### src/rtl/zle_enc_p.sv
// Zero run-length encoder: collapses runs of zero words into run tokens, passes
// literals through, forwards EOS tokens, with a registered stall-safe output slot.
module zle_enc_p #(
  parameter int W       = 8,
  parameter int MAX_RUN = 16
) (
  input  logic         clock,
  input  logic         reset,
  input  logic [W-1:0] i_d,
  input  logic         i_e,
  input  logic         i_v,
  output logic         i_b,
  output logic [W-1:0] o_d,
  output logic         o_z,
  output logic         o_e,
  output logic         o_v,
  input  logic         o_b
);

  localparam int CW = $clog2(MAX_RUN + 1);
  localparam logic [CW-1:0] ONE  = CW'(1);
  localparam logic [CW-1:0] LAST = CW'(MAX_RUN - 1);

  typedef enum logic [1:0] {LIT, RUN, P_LIT, P_EOS} state_t;

  state_t        state_q, state_d;
  logic [CW-1:0] cnt_q, cnt_d;
  logic [W-1:0]  pend_q, pend_d;
  logic [W-1:0]  od_q, od_d;
  logic          oz_q, oz_d;
  logic          oe_q, oe_d;
  logic          ov_q, ov_d;
  logic          slot_free;
  logic          acc;

  // Zero-extend (or trim) a count to the output word width.
  function automatic logic [W-1:0] run_word(input logic [CW-1:0] n);
    logic [W+CW-1:0] ext;
    ext = {{W{1'b0}}, n};
    return ext[W-1:0];
  endfunction

  assign slot_free = !ov_q || !o_b;
  assign i_b       = !reset || !slot_free || (state_q == P_LIT) || (state_q == P_EOS);
  assign acc       = i_v && !i_b;

  always_comb begin
    state_d = state_q;
    cnt_d   = cnt_q;
    pend_d  = pend_q;
    od_d    = od_q;
    oz_d    = oz_q;
    oe_d    = oe_q;
    ov_d    = ov_q && o_b;
    case (state_q)
      LIT: begin
        if (acc) begin
          if (i_e) begin
            od_d = '0; oz_d = 1'b0; oe_d = 1'b1; ov_d = 1'b1;
          end else if (i_d == '0) begin
            cnt_d   = ONE;
            state_d = RUN;
          end else begin
            od_d = i_d; oz_d = 1'b0; oe_d = 1'b0; ov_d = 1'b1;
          end
        end
      end
      RUN: begin
        if (acc) begin
          if (!i_e && i_d == '0 && cnt_q != LAST) begin
            cnt_d = cnt_q + ONE;
          end else begin
            // Every other accepted token closes the current run.
            od_d  = (!i_e && i_d == '0) ? run_word(LAST) : run_word(cnt_q - ONE);
            oz_d  = 1'b1;
            oe_d  = 1'b0;
            ov_d  = 1'b1;
            cnt_d = '0;
            if (i_e) begin
              state_d = P_EOS;
            end else if (i_d == '0) begin
              state_d = LIT;
            end else begin
              pend_d  = i_d;
              state_d = P_LIT;
            end
          end
        end
      end
      P_LIT: begin
        if (slot_free) begin
          od_d = pend_q; oz_d = 1'b0; oe_d = 1'b0; ov_d = 1'b1;
          state_d = LIT;
        end
      end
      P_EOS: begin
        if (slot_free) begin
          od_d = '0; oz_d = 1'b0; oe_d = 1'b1; ov_d = 1'b1;
          state_d = LIT;
        end
      end
      default: state_d = LIT;
    endcase
  end

  always_ff @(posedge clock or negedge reset) begin
    if (!reset) begin
      state_q <= LIT;
      cnt_q   <= '0;
      pend_q  <= '0;
      od_q    <= '0;
      oz_q    <= 1'b0;
      oe_q    <= 1'b0;
      ov_q    <= 1'b0;
    end else begin
      state_q <= state_d;
      cnt_q   <= cnt_d;
      pend_q  <= pend_d;
      od_q    <= od_d;
      oz_q    <= oz_d;
      oe_q    <= oe_d;
      ov_q    <= ov_d;
    end
  end

  assign o_d = od_q;
  assign o_z = oz_q;
  assign o_e = oe_q;
  assign o_v = ov_q;

endmodule

### config.mk
export PLATFORM = sky130hd
export DESIGN_NAME = zle_enc_p
export DESIGN_NICKNAME = d
export VERILOG_FILES = /design/src/rtl/zle_enc_p.sv
export SDC_FILE = /design/constraint.sdc
export NUM_CORES = 1
export LEC_CHECK = 0
export CAP_MARGIN = 30
export CORE_AREA = 3 3 57 59
export CTS_BUF_LIST = sky130_fd_sc_hd__clkbuf_8
export CTS_CLUSTER_SIZE = 28
export DETAILED_ROUTE_END_ITERATION = 16
export DIE_AREA = 0 0 60 62
export PLACE_DENSITY = 0.86
export SKIP_CTS_REPAIR_TIMING = 1
export SLEW_MARGIN = 15
export SYNTH_ARGS = -nofsm -noshare
export SYNTH_HDL_FRONTEND = slang
export SYNTH_SLANG_ARGS = --single-unit
### constraint.sdc
create_clock -name clock -period 2.3 [get_ports clock]
set_clock_uncertainty 0.15 [all_clocks]
set_input_delay 0.69 -clock clock [delete_from_list [all_inputs] [get_ports clock]]
set_output_delay 0.69 -clock clock [all_outputs]
set_load 0.02 [all_outputs]
==> impl_metrics.env <==
export IMPL_grt_pass1_vias=1318
export IMPL_drc=0
export IMPL_cp_end_kind="flop"
export IMPL_synth_top_family_by_area="compound AO/OA/AOI/OAI gates"
export IMPL_pwr_density_cell_nw_per_um2=1037
export IMPL_grt_start_max_net_pins=16
export IMPL_ys_ff_latch=26
export IMPL_cp_required_ns=2.35
export IMPL_hold_violations=0
export IMPL_yosys_area_share_adder=0.02555
export IMPL_synth_area_um2=1469
export IMPL_fin_crit_sh=1.004
export IMPL_setup_viol=1
export IMPL_finalCriticalPeriod_ns=2.309
export IMPL_tns_ns=-0.009099
export IMPL_clock_path_buffers=2
export IMPL_antennaDiodeCount=0
export IMPL_antenna_found_initial=0
export IMPL_vias=1388
export IMPL_synth_top_cell_area_share=0.4429
export IMPL_fin_cells=237
export IMPL_wl_per_cell_um=17.81
export IMPL_cts_buffers=3
export IMPL_synth_edf_count=0
export IMPL_synth_area_leaders="dfrtp_1, mux2_4, a21oi_1"
export IMPL_design_area_um2=2102
export IMPL_synth_mux_area_frac=0.08177
export IMPL_critical_path_class="in -> reg"
export IMPL_grt_overflow_total=0
export IMPL_routed_wl_mm=4.222
export IMPL_synthSimpleGateAreaFrac=0.1823
export IMPL_die_w_um=60
export IMPL_rows=19
export IMPL_arrival_ns=2.36
export IMPL_pin_count=25
export IMPL_ant_nets=0
export IMPL_critPathLaunchType="input pin"
export IMPL_area_delta_synth_final_pct=43.10
export IMPL_grt_pass1_wl_mm=6.058
export IMPL_routabilityCongestion=0.8429
export IMPL_layout_setup_ws_ns=-0.009099
export IMPL_ir_drop_mv=0.8032
export IMPL_coreArea_um2=2758
export IMPL_synth_xor_area_share=0.01789
export IMPL_hpwl_mm=2.887
export IMPL_initial_core_util=0.5327
export IMPL_relSlewSlack=0.6037
export IMPL_cp_max_fo=7
export IMPL_htree_num_levels=1
export IMPL_synthArstFlopShare=1.000
export IMPL_cts_sinks=26
export IMPL_violations="negative setup slack"
export IMPL_cp_slowest_cell="clkdlybuf4s50_1"
export IMPL_avgSynthCellArea_um2=9.858
export IMPL_fmax_mhz=433.1
export IMPL_final_util=0.7623
export IMPL_drive_above_1_share=0.2864
export IMPL_synth_compound_area_frac=0.1959
export IMPL_fin_nets=223
export IMPL_total_power_w=0.002181
export IMPL_hold_class="in -> async"
export IMPL_port_buffers=24
export IMPL_die_y_um=62
export IMPL_synth_cell_types=37
export IMPL_syn_nets=165
export IMPL_slew_viol_final=0
export IMPL_yosys_most_used_dff="dfrtp_1"
export IMPL_maxCapViolCount=0
export IMPL_yosys_area_top_type="dfrtp_1"
export IMPL_avgViaCountPerCell=5.857
export IMPL_cts_tree="yes"
export IMPL_p_leak_nw=1.019
export IMPL_place_inst=228
export IMPL_ys_warn_count=0
export IMPL_ctsRootBufferMaster="clkbuf_8"
export IMPL_track_usage=0.2233
export IMPL_path_cells="clkdlybuf4s50_1 > nor4_4 > nand3_2 > buf_4 > nor3_4 > buf_6 > a311oi_1 > a21oi_1"
export IMPL_status="finished with violations"
export IMPL_tightestPinTransition_ns=0.5923
export IMPL_syn_instance_count=149
export IMPL_slowest_delay_ns=0.47
export IMPL_synth_yosys_seq_area_share=0.4429
export IMPL_clock_latency_ns=0.28
export IMPL_dr_pass1_iters=4
export IMPL_placed_area_um2=1944
export IMPL_cts_clk_slew_worst_paths_ns=0.09
export IMPL_die_area_um2=3720
export IMPL_drt_iter0_drc=82
[routing by layer]
layer | vias up | global-route usage | part of all wire
met5 | - | 0 | 0
met4 | 0 | 0.1013 | 0.023
met3 | 11 | 0.03719 | 0.058
met2 | 65 | 0.4043 | 0.52
met1 | 666 | 0.2585 | 0.40
li1 | 646 | - | -
[worst max-delay path: cells and delay by family]
family                 cells  cell delay (ns)
AO/OA/AOI/OAI              2             0.28
buffers and inverters      3             0.82
AND/OR/NAND/NOR            3             0.58
[cell usage in the layout, fill, tap and decap left out, types with 2 or more instances in the layout]
master            n
buf_4            33
dfrtp_1          26
nand2_1          17
clkdlybuf4s50_1  15
nor2_1           13
a21oi_1          11
inv_1             9
dlymetal6s2s_1    9
mux2_4            8
o21ai_0           7
a22oi_1           6
nand3_1           4
o31ai_1           4
clkbuf_8          4
xnor2_1           3
o21ai_1           3
o22ai_1           3
ha_1              3
and3_1            2
nor4_4            2
a21o_1            2
nor3b_1           2
a21oi_2           2
[registers in the layout, indices dropped and copies added, names as in the netlist]
name     cells
state_q      2
cnt_q        5
pend_q       8
o_v          1
o_e          1
o_d          8
o_z          1
[power by group]
part | internal, W | leakage, nW | switching (W)
Clock | 0.000154 | 0.0288 | 0.000153
Sequential | 0.000632 | 0.329 | 0.000126
Combinational | 0.000537 | 0.661 | 0.000579
Total | 0.00132 | 1.02 | 0.000858
[cell usage after synthesis (2+ instances only)]
cell,n
o31ai_1,4
ha_1,3
a21o_1,2
a21oi_1,13
dfrtp_1,26
o21ai_0,7
nand2_1,17
xnor2_1,3
clkbuf_1,3
mux2_4,8
o21ai_1,3
o22ai_1,3
inv_1,9
buf_6,2
a22oi_1,6
nor4_2,2
nor2_1,13
nor3b_1,2
and3_1,2
nand3_1,4
[cells by family after synthesis]
logic type      after synthesis
mux                           8
fa+ha+maj                     3
buf+inv                      16
xor+xnor                      3
flops                        26
simple gates                 49
compound gates               44
[final cells by class]
cell class,count,area [um2]
flip-flops and latches,26,650.6
well taps,31,38.79
multi-input cells,107,778.2
repair buffers,59,541.8
clock buffers,4,55.05
inverters,10,37.54
fillers,167,655.6
[worst paths after layout]
check / from / endpoint / slack (ns) / depth (start not counted)
worst min register to register: o_d[7] / o_d[7] / 0.34 / 2
worst max register to register: cnt_q[1] / o_d[4] / 0.26 / 7
worst max-delay path: i_d[2] / o_d[4] / -0.009 / 8
min in group clock: o_d[7] / o_d[7] / 0.34 / 2
worst min-delay path: reset / cnt_q[4] / 0.28 / 2
max in group asynchronous: reset / pend_q[1] / 1.46 / 3
[per-stage QoR]
step	hold WS, ns	setup slack (ns)
final	0.2780	-0.009099
after global routing	0.3181	-0.04764
after CTS	0.3464	-0.5078
after detailed placement	0.3267	-0.5054
after global placement	0.3111	-0.4699
after floorplan	0.2444	0.2797
No activity file was read; power rests on OpenSTA's default activity.
